--- src/rtl/bcd_display_scan.sv ---
// Scans a shadowed bank of BCD digits onto one 7-segment bus with a one-hot
// digit enable, refresh prescaler, leading-zero blanking and frame-done pulse.
module bcd_display_scan #(
  parameter int NUM_DIGITS    = 4,
  parameter int SCAN_DIV      = 4,
  parameter int BLANK_LEADING = 1,
  localparam int IDX_W = (NUM_DIGITS > 1) ? $clog2(NUM_DIGITS) : 1
) (
  input  logic                    CLK,
  input  logic                    reset,
  input  logic [4*NUM_DIGITS-1:0] digits_in,
  input  logic                    load,
  input  logic                    scan_en,
  output logic [6:0]              seg,
  output logic [NUM_DIGITS-1:0]   an,
  output logic [IDX_W-1:0]        scan_idx,
  output logic                    frame_done
);

  localparam int PRE_W = (SCAN_DIV > 1) ? $clog2(SCAN_DIV) : 1;
  localparam logic [PRE_W-1:0] PRE_LAST = PRE_W'(SCAN_DIV - 1);
  localparam logic [IDX_W-1:0] LAST_IDX = IDX_W'(NUM_DIGITS - 1);

  logic [4*NUM_DIGITS-1:0] shadow;
  logic [PRE_W-1:0]        prescale;
  logic [NUM_DIGITS-1:0]   blank;
  logic [NUM_DIGITS-1:0]   an_next;
  logic [6:0]              seg_next;
  logic [3:0]              cur_digit;

  // Segment order {g,f,e,d,c,b,a}; any non-BCD code shows a dash.
  function automatic logic [6:0] decode(input logic [3:0] d);
    case (d)
      4'd0:    decode = 7'h3F;
      4'd1:    decode = 7'h06;
      4'd2:    decode = 7'h5B;
      4'd3:    decode = 7'h4F;
      4'd4:    decode = 7'h66;
      4'd5:    decode = 7'h6D;
      4'd6:    decode = 7'h7D;
      4'd7:    decode = 7'h07;
      4'd8:    decode = 7'h7F;
      4'd9:    decode = 7'h6F;
      default: decode = 7'h40;
    endcase
  endfunction

  // A digit is blank when it and every more-significant digit are zero;
  // digit 0 is never blanked so an all-zero value still reads "0".
  always_comb begin
    // NOTE: every combinational output gets a default first so no latch is inferred.
    logic zero_above;
    zero_above = 1'b1;
    blank      = '0;
    for (int i = NUM_DIGITS - 1; i > 0; i--) begin
      zero_above = zero_above && (shadow[4*i +: 4] == 4'd0);
      blank[i]   = (BLANK_LEADING != 0) && zero_above;
    end
  end

  always_comb begin
    an_next           = '0;
    an_next[scan_idx] = 1'b1;
    cur_digit         = shadow[4*scan_idx +: 4];
    seg_next          = blank[scan_idx] ? 7'h00 : decode(cur_digit);
  end

  // NOTE: non-blocking assignments make a coincident load land after seg has
  // sampled the old shadow, which is exactly the tear-free behaviour wanted.
  always_ff @(posedge CLK or negedge reset) begin
    if (!reset) begin
      shadow     <= '0;
      prescale   <= '0;
      scan_idx   <= '0;
      seg        <= '0;
      an         <= '0;
      frame_done <= 1'b0;
    end else begin
      if (load) begin
        shadow <= digits_in;
      end
      if (scan_en) begin
        an  <= an_next;
        seg <= seg_next;
        if (prescale == PRE_LAST) begin
          prescale   <= '0;
          scan_idx   <= (scan_idx == LAST_IDX) ? '0 : scan_idx + 1'b1;
          frame_done <= (scan_idx == LAST_IDX);
        end else begin
          prescale   <= prescale + 1'b1;
          frame_done <= 1'b0;
        end
      end else begin
        // Display goes dark; prescale and index hold so scanning resumes in place.
        an         <= '0;
        seg        <= '0;
        frame_done <= 1'b0;
      end
    end
  end

endmodule

--- config.mk ---
export PLATFORM = sky130hd
export DESIGN_NAME = bcd_display_scan
export DESIGN_NICKNAME = d
export VERILOG_FILES = /design/src/rtl/bcd_display_scan.sv
export SDC_FILE = /design/constraint.sdc
export NUM_CORES = 1
export LEC_CHECK = 0
export ABC_AREA = 1
export ABC_CLOCK_PERIOD_IN_PS = 2300
export CAP_MARGIN = 20
export CORE_UTILIZATION = 31
export CTS_BUF_LIST = sky130_fd_sc_hd__clkbuf_4
export DETAILED_ROUTE_END_ITERATION = 10
export PLACE_DENSITY = 0.61
export SETUP_SLACK_MARGIN = 0.02
export SYNTH_ARGS = -nofsm -noshare
export SYNTH_HDL_FRONTEND = slang
export SYNTH_SLANG_ARGS = --single-unit
--- constraint.sdc ---
create_clock -name CLK -period 2.3 [get_ports CLK]
set_input_delay 0.46 -clock CLK [delete_from_list [all_inputs] [get_ports CLK]]
set_output_delay 0.46 -clock CLK [all_outputs]
set_load 0.1 [all_outputs]
==> out/metrics.csv <==
metric,value,unit
result of the run,"finished, final reports clean",
input/output buffers,33,
buffer depth of the longest clock path,2,
DR DRC count,0,
post_cts resized,0,
Post-DP HPWL,2100,µm
CTS Buf Count,5,
CTS H-tree depth,2,
internal reg-to-reg setup slack,0.32,ns
number of diodes,0,
remaining max-slew budget at the tightest pin,0.736,
growth of design area from synthesis to finish,25.9,%
floorplan die height,74.1,µm
I/O pin cnt,34,
share of cells above drive strength 1,0.266,
first drt pass iteration count,4,
clock tree from TritonCTS,done,
pin count of the biggest net entering global routing,33,
remaining antenna violation count after routing,0,
Worst Hold Depth,1,
x dimension of the die,74.1,µm
final slew viol count,0,
clk sinks,32,
sequential element share of the synthesized area,0.497,
leakage power total,0.00102,µW
Clock Skews,0.00158,ns
Critical Path Sink Type,register,
initial DRC count,33,
Vias per Instance,4.10,
layout net count,233,
arrival time worst endpoint,2.24,ns
Final Hold Fails,0,
number of hold buffers added after cts,0,
routed wire length per instance,10.3,µm
most area-consuming cells after synthesis,"dfrtp_1, mux2_2, nand2_1",
total via count after detailed routing,1107,
Least-Margin Pin Slew,0.396,ns
flip-flop and latch count after synthesis,32,
net switching power,1460,µW
later-pin clock latency in the skew report,0.32,ns
root buffer cell,clkbuf_4,
Final min period,1.98,ns
gate count after technology mapping,164,
Final GP Congestion,0.845,
Total Wirelength,2790,µm
number of buffers added for setup after CTS,0,
area share of the largest cell type after synthesis,0.497,
startpoint of the worst hold path,prescale[0],
final cycle utilization of the critical path,0.863,
worst flop-to-flop path endpoint,seg[3],
GR Overflow Total,0,
Worst Setup Path Type,reg2reg,
most used cells in the layout excluding fill and tap cells,"nand2_1, dfrtp_1, nor2_1, clkdlybuf4s50_1, buf_4",
GRT Total Usage,0.119,
placeable core area,4850,µm²
Power per Cell Area,1340,nW/µm²
Hold/Removal Path Class,reg2reg,
Clk network pwr share,0.118,
largest vdd supply drop,0.647,mV
path depth of the worst reg2reg path,9,
wire length of the first global-routing pass,4820,µm
Initial Util,0.332,
overall die area,5490,µm²
crit path launch type,register,
number of max-capacitance violations reported,0,
Syn Std Cell Area,1610,µm²
setup repair after global routing missed its margin,false,
Worst Path Max Fanout,14,
number of global-route vias before repair,1065,
standard-cell rows,25,
Hold Slack,0.478,ns
Power Internal,1250,µW
reg2reg start,scan_idx[0],
distinct cell type count of the synthesized netlist,18,
warning count from the yosys run,0,
achievable clock frequency,504,MHz
end-of-flow core utilization,0.418,
mean instance size in the synthesized netlist,9.82,µm²
critical path required time,2.56,ns
Comb pwr share,0.584,
final total negative setup slack,0,ns
"Clk pin slew, worst setup/hold paths",0.09,ns
"area leader, netlist",dfrtp_1,
most frequent standard cell in the layout excluding fill and tap cells,nand2_1,
Sw Share,0.537,
number of antenna violations at the first check in global routing,0,
synthesized net count,195,
number of inserted filler cells in the final layout,488,
worst hold path endpoint,prescale[0],
number of endpoints failing setup at the final stage,0,
Reg power frac,0.298,
==> final cells by class <==
type,count,area [µm²],area share
Sequential cell,32,803,0.396
Timing Repair Buffer,36,318,0.157
Clock inverter,1,3.75,0.00185
Inverter,16,60.1,0.0296
Multi-Input combinational cell,111,706,0.348
Clock buffer,7,52.6,0.0259
Tap cell,67,83.8,0.0414
==> sequential cells by signal (all words and copies together), names as in the netlist <==
name        cells
shadow         16
seg             7
an              4
prescale        2
scan_idx        2
frame_done      1
==> cell usage after synthesis <==
cell	count
a21oi_1	7
a32oi_1	1
buf_2	2
buf_6	3
dfrtp_1	32
ha_1	11
inv_1	13
inv_2	3
mux2_2	15
nand2_1	39
nand2_2	5
nand2_4	2
nand3_1	5
nand3_2	2
nand3_4	1
nand4_1	1
nor2_1	19
o21ai_0	3
==> worst max-delay path, cell delays in order, from the launching register on <==
cell and delay [ns]:
dfrtp_2 0.52, inv_2 0.22, nand2_1 0.08, a32oi_1 0.33, inv_1 0.15, ha_1 0.30
inv_1 0.03, nor2_1 0.13, nor2_1 0.06, nor2_1 0.10
==> through the flow <==
| stage | instance area [µm²] | total power, µW | instances | setup WS [ns] |
|---|---|---|---|---|
| finish | 2030 | 2710 | 270 | 0.315 |
| global route | 2030 | 2930 | 270 | 0.0565 |
| CTS | 2030 | 2730 | 270 | 0.290 |
| detailed placement | 1970 | 2420 | 262 | 0.316 |
| global placement | 1970 | 2410 | 262 | 0.386 |
| floorplan | 1610 | 2110 | 164 | 0.291 |
==> routing by layer <==
metal | vias up | GRT usage | wire, µm
met1 | 482 | 0.167 | 1490
met4 | 0 | 0.0513 | 43
met5 | - | 0 | 0
met3 | 4 | 0.0379 | 146
li1 | 591 | - | -
met2 | 30 | 0.169 | 1110
==> cell families (layout without fill, tap and decap cells) <==
family          after synthesis  count (layout)  share of synthesized area
fa+ha+maj                    11              11                     0.0855
flops                        32              32                      0.497
compound gates               11              11                     0.0365
buf+inv                      21              60                     0.0645
mux                          15              15                      0.105
simple gates                 74              74                      0.211
==> power by group through the flow <==
stage	logic [µW]	registers, µW	clock network (µW)
after CTS	1600	809	330
after global placement	1590	814	0
after detailed placement	1590	823	0
after floorplan	679	1430	0
after global routing	1740	829	356
final	1580	808	320
==> worst max path at each step <==
stage	depth (start not counted)	slack, ns	startpoint	to
6_report	9	0.32	scan_idx[0]	seg[3]
5_1_grt	9	0.06	scan_idx[0]	seg[3]
4_1_cts	9	0.29	scan_idx[0]	seg[3]
3_5_place_dp	9	0.32	scan_idx[0]	seg[3]
3_3_place_gp	9	0.39	scan_idx[0]	seg[3]
2_1_floorplan	9	0.29	scan_idx[0]	seg[3]
Note: power is estimated with default switching activity, not from simulation.
==> RTL edit 1: new RTL, same settings <==
`NUM_DIGITS`: 4 -> 2.
--- a/src/rtl/bcd_display_scan.sv
+++ b/src/rtl/bcd_display_scan.sv
@@ -1,7 +1,7 @@
 // Scans a shadowed bank of BCD digits onto one 7-segment bus with a one-hot
 // digit enable, refresh prescaler, leading-zero blanking and frame-done pulse.
 module bcd_display_scan #(
-  parameter int NUM_DIGITS    = 4,
+  parameter int NUM_DIGITS    = 2,
   parameter int SCAN_DIV      = 4,
   parameter int BLANK_LEADING = 1,
   localparam int IDX_W = (NUM_DIGITS > 1) ? $clog2(NUM_DIGITS) : 1
Interface: changed (resized an, digits_in and scan_idx); port bits go from 34 to 23. The function was not compared with the original's and may differ.
==> RTL edit 1 against the original RTL <==
  * Critical path depth is the same
  * Global-route usage is 0.57 points lower
  * Die area is 34% lower
  * Worst hold slack better by 0.0017 ns
  * First-iteration DRC count fell by 67%
  * Power shrank 31%
  * Synthesized area down 34%
  * Fmax increased by 12%
  * Sequential cell count decreased by 11
  * Wire length is 33% lower
  * Cell area is 34% lower
  * Via count fell by 28%
  * Worst setup slack improved by 0.21 ns
  * Critical path type unchanged
  * Largest power group unchanged
==> RTL edit 1: results (changes against the original RTL) <==
| Metric | Value |
|---|---|
| Outcome | finished clean |
| Worst Skew | 0.00422 ns (+0.00264 ns) |
| Layout cells sized above 1 | 18.9% (-7.7 points) |
| Nets | 167 (-28%) |
| Combinational share of power | 61.5% (+3.1 points) |
| Reg clk slew, reported paths | 0.11 ns (+0.02 ns) |
| Lkg Pwr | 0.000708 µW (-31%) |
| Vias per std cell | 4.14 (+0.99%) |
| Syn_nets | 142 (-27%) |
| Worst skew pair latency | 0.30 ns (-0.02 ns) |
| H-tree Lvls | 1 (-1) |
| Largest net degree at the start of global routing | 22 (-33%) |
| Cts bufs inserted | 3 (-2) |
| Library cells used by synthesis | 16 (-2) |
| Port buffer count | 22 (-33%) |
| Least-Margin Pin Slew | 0.537 ns (+0.141 ns) |
| Synth cell count leaders | 34 x nand2_1, 21 x dfrtp_1, 19 x nor2_1, 15 x inv_1, 7 x o21ai_0 |
| Cell Int Power | 826 µW (-34%) |
| RR Startpoint | scan_idx$_DFFE_PN0P_ |
| Number of global-route vias before repair | 715 (-33%) |
| GRT Util Overall | 11.4% (-0.57 points) |
| Crit path largest cell delay | 0.59 ns (+0.07 ns) |
| Detailed Route Iter0 Violations | 11 (-67%) |
| Worst slack at placement | 0.543 ns (+0.226 ns) |
| Most area-consuming cells after synthesis | dfrtp_1 50%, nand2_1 12%, ha_1 7.1%, nor2_1 6.8%, inv_1 5.3% |
| Worst path arrival time | 2.01 ns (-0.23 ns) |
[RTL edit 1: changes by cell type after synthesis, moves of 4 or more]
cell	unedited run	this run
ha_1	11	6
nand2_1	39	34
a21oi_1	7	1
mux2_2	15	2
dfrtp_1	32	21
o21ai_0	3	7
[RTL edit 1: per-stage QoR]
| stage | cells | hold WS [ns] | area [µm²] | total power (µW) |
|---|---|---|---|---|
| floorplan | 124 | 0.164 | 1060 | 1460 |
| global placement | 188 | 0.456 | 1310 | 1690 |
| detailed placement | 188 | 0.467 | 1310 | 1710 |
| CTS | 192 | 0.482 | 1330 | 1890 |
| global route | 192 | 0.492 | 1330 | 1990 |
| finish | 192 | 0.480 | 1330 | 1870 |
[RTL edit 1: worst register-to-register path: stages, from the launching register on]
cell and delay (ns):
dfrtp_1 0.59, inv_2 0.23, nand2_1 0.07, nand2_1 0.12
inv_1 0.09, ha_1 0.27, inv_1 0.03, nor2_1 0.14
nor2_1 0.07, nor2_1 0.09
[RTL edit 1: routing by layer]
layer,up-vias,share of wire [%],track usage (%)
met5,-,0,0
met4,0,0,2.66
met3,0,4.6,4.48
met2,18,49,19.2
met1,349,46,13.6
li1,428,-,-
[RTL edit 1: cells by family after synthesis]
family / share of synthesized area, %
AND/OR/NAND/NOR: 27.3
AO/OA/AOI/OAI: 5.45
XOR/XNOR: 0.830
flip-flops: 49.8
buffers and inverters: 7.46
adder cells (fa/ha/maj): 7.11
multiplexers: 2.13
[RTL edit 1: worst max-delay path by stage]
stage | slack [ns] | cells past startpoint | end | startpoint
after detailed placement | 0.54 | 9 | seg[3]$_DFF_PN0_ | scan_idx$_DFFE_PN0P_
after global routing | 0.34 | 9 | seg[3]$_DFF_PN0_ | scan_idx$_DFFE_PN0P_
after floorplan | 0.22 | 9 | seg[3]$_DFF_PN0_ | scan_idx$_DFFE_PN0P_
after global placement | 0.62 | 9 | seg[3]$_DFF_PN0_ | scan_idx$_DFFE_PN0P_
final | 0.53 | 9 | seg[3]$_DFF_PN0_ | scan_idx$_DFFE_PN0P_
after CTS | 0.51 | 9 | seg[3]$_DFF_PN0_ | scan_idx$_DFFE_PN0P_
[RTL edit 1: layout make-up]
| cell class | instances | area (µm²) | share of cell area [%] |
|---|---|---|---|
| Sequential cell | 21 | 526 | 39.4 |
| Multi-Input combinational cell | 84 | 452 | 33.9 |
| Timing Repair Buffer | 23 | 213 | 16.0 |
| Inverter | 16 | 60.1 | 4.51 |
| Tap cell | 44 | 55.1 | 4.13 |
| Clock buffer | 3 | 22.5 | 1.69 |
| Clock inverter | 1 | 5.00 | 0.376 |
==> RTL edit 2: new RTL, same settings <==
Without the edit above. Register the output `an` once more, without a reset; this adds one clock of latency there. The other outputs are not delayed to match.
--- a/src/rtl/bcd_display_scan.sv
+++ b/src/rtl/bcd_display_scan.sv
@@ -20,6 +20,8 @@
   localparam int PRE_W = (SCAN_DIV > 1) ? $clog2(SCAN_DIV) : 1;
   localparam logic [PRE_W-1:0] PRE_LAST = PRE_W'(SCAN_DIV - 1);
   localparam logic [IDX_W-1:0] LAST_IDX = IDX_W'(NUM_DIGITS - 1);
+
+  logic [NUM_DIGITS-1:0] an_s0;
 
   logic [4*NUM_DIGITS-1:0] shadow;
   logic [PRE_W-1:0]        prescale;
@@ -73,14 +75,14 @@
       prescale   <= '0;
       scan_idx   <= '0;
       seg        <= '0;
-      an         <= '0;
+      an_s0      <= '0;
       frame_done <= 1'b0;
     end else begin
       if (load) begin
         shadow <= digits_in;
       end
       if (scan_en) begin
-        an  <= an_next;
+        an_s0 <= an_next;
         seg <= seg_next;
         if (prescale == PRE_LAST) begin
           prescale   <= '0;
@@ -92,12 +94,16 @@
         end
       end else begin
         // Display goes dark; prescale and index hold so scanning resumes in place.
-        an         <= '0;
+        an_s0      <= '0;
         seg        <= '0;
         frame_done <= 1'b0;
       end
     end
   end
 
+  always_ff @(posedge CLK) begin
+    an <= an_s0;
+  end
+
 endmodule
 
Check against the original RTL: not equivalent (Yosys sat finds a counterexample within 4 cycles, from zero or initial values and one cycle with reset low).
==> RTL edit 2 against the original RTL <==
  * Worst setup slack worse by 0.045 ns
  * Power is 3.3% higher
  * Via count is 6.2% higher
  * Cell area is 4.0% higher
  * Synthesized area is 5.0% higher
  * Highest routed layer unchanged
  * Wire length is 3.8% higher
  * Sequential cell count is 4 higher
  * First-iteration DRC count is 3.0% higher
==> RTL edit 2: results (changes against the original RTL) <==
| Metric | Value |
|---|---|
| Outcome | finished clean |
| Cell count after placement | 269 (+2.7%) |
| Library cells used by synthesis | 19 (+1) |
| Most frequent cell after synthesis | nand2_1 |
| Gpl congestion | 0.867 (+2.6%) |
| Number of global-route vias before repair | 1,121 (+5.3%) |
| Worst slew margin | 73.9% (+0.23 points) |
| Crit Path Max Fanout | 14 (unchanged) |
| Initial antenna violation count | 0 (unchanged) |
| H-tree Lvls | 2 (unchanged) |
| Largest net degree at the start of global routing | 33 (unchanged) |
| Layout cells sized above 1 | 25.6% (-1.0 points) |
| Worst slack at placement | 0.297 ns (-0.0198 ns) |
| DPL Wire Length | 2190 µm (+4.0%) |
| Detailed Route Iter0 Violations | 34 (+3.0%) |
| Clock tree buffer depth | 2 (unchanged) |
| GRT Util Overall | 12.2% (+0.30 points) |
| Xor and xnor fraction of the mapped netlist area | 0% (unchanged) |
| Worst skew pair latency | 0.34 ns (+0.02 ns) |
| Lkg Pwr | 0.00105 µW (+2.9%) |
| Reg clk slew, reported paths | ~0.1 ns |
| Most area-consuming cells after synthesis | dfrtp_1 47%, mux2_2 10%, nand2_1 8.7%, ha_1 8.1%, dfxtp_1 4.7% |
| Cts bufs inserted | 5 (unchanged) |
| Nets | 237 (+1.7%) |
| Most used flip-flop cell after synthesis | dfrtp_1 |
| Post-Syn Area per Cell | 10.1 µm² (+2.5%) |
| Top flop regs | shadow x16, seg x7 |
| Post-layout instance area | 2110 µm² (+4.0%) |
| Complex-gate fraction of the synthesized area | 3.48% (-0.17 points) |
| Synth cell count leaders | 39 x nand2_1, 32 x dfrtp_1, 19 x nor2_1, 15 x mux2_2, 13 x inv_1 |
| Reg2Reg Capture Point | seg[3]$_DFF_PN0_ |
| Fill count | 539 (+10%) |
| Vias per std cell | 4.25 (+3.5%) |
| Port buffer count | 33 (unchanged) |
| First-pass iteration count of the detailed router | 4 (unchanged) |
| Worst Skew | 0.0123 ns (+0.0107 ns) |
| Syn_nets | 199 (+2.1%) |
| Post-synthesis sequential area ratio | 52.1% (+2.4 points) |
| Worst path arrival time | 2.29 ns (+0.05 ns) |
| Hold WS | 0.342 ns (-0.136 ns) |
| Worst reg-to-reg path cell count | 9 (unchanged) |
| R2r setup slk | 0.27 ns (-0.04 ns) |
| DRT Wirelength | 2900 µm (+3.8%) |
| Syn. warnings | 0 (unchanged) |
| Setup repair bufs after CTS | 0 (unchanged) |
| Clk root buf | clkbuf_4 |
| Synth Area in Adders | 8.14% (-0.40 points) |
| Final cell count without fillers | 277 (+2.6%) |
| First-pass GRT wire length | 5060 µm (+4.9%) |
| Hold EP | an[1]$_DFF_P_ |
| Hold depth | 0 (-1) |
| RR Startpoint | scan_idx[0]$_DFFE_PN0P_ |
| HP Start | an_s0[1]$_DFF_PN0_ |
| Worst Hold Class | reg2reg |
| Mux contribution to synthesized area | 9.99% (-0.50 points) |
| Post-cts sizing count | 0 (unchanged) |
| Ant diodes | 0 (unchanged) |
| Post-synth ARST share | 88.9% (-11 points) |
| Peak supply drop | 0.593 mV (-8.4%) |
RTL edit 2: cell count changes after synthesis, sizes merged:
cell   unedited run  this run
dfxtp             0         4
RTL edit 2: layer usage:
layer  share of wire [%]  track usage [%]
met5                   0                0
met3                 5.0             3.57
met2                  45             19.0
met4                 2.8             7.41
met1                  47             15.0
RTL edit 2: report_power, final:
group	total (µW)	switching [µW]	leakage, µW	internal (µW)
Clock	315	190	0.0000307	125
Combinational	1590	1180	0.000597	412
Sequential	899	111	0.000422	788
Total	2800	1480	0.00105	1320
RTL edit 2: worst max-delay path: stages (launching register included):
cell and delay, ns:
dfrtp_2 0.52, inv_2 0.22, nand2_1 0.08, a32oi_1 0.35, inv_1 0.15, ha_1 0.30, inv_1 0.03, nor2_1 0.12
nor2_1 0.06, nor2_1 0.11
RTL edit 2: worst max-delay path by stage:
stage	start	end	slack [ns]	cells after the start
2_1_floorplan	scan_idx[0]$_DFFE_PN0P_	seg[3]$_DFF_PN0_	0.29	9
3_3_place_gp	scan_idx[0]$_DFFE_PN0P_	seg[3]$_DFF_PN0_	0.38	9
3_5_place_dp	scan_idx[0]$_DFFE_PN0P_	seg[3]$_DFF_PN0_	0.30	9
4_1_cts	scan_idx[0]$_DFFE_PN0P_	seg[3]$_DFF_PN0_	0.26	9
5_1_grt	scan_idx[0]$_DFFE_PN0P_	seg[3]$_DFF_PN0_	0.09	9
6_report	scan_idx[0]$_DFFE_PN0P_	seg[3]$_DFF_PN0_	0.27	9
RTL edit 2: area by class of cell:
| cell class | instances | area share (%) |
|---|---|---|
| clock inverter | 2 | 0.356 |
| clock buffer | 6 | 2.14 |
| multi-input combinational | 111 | 33.5 |
| tap | 70 | 4.16 |
| inverter | 16 | 2.85 |
| sequential | 36 | 41.9 |
| timing repair buffer | 36 | 15.1 |
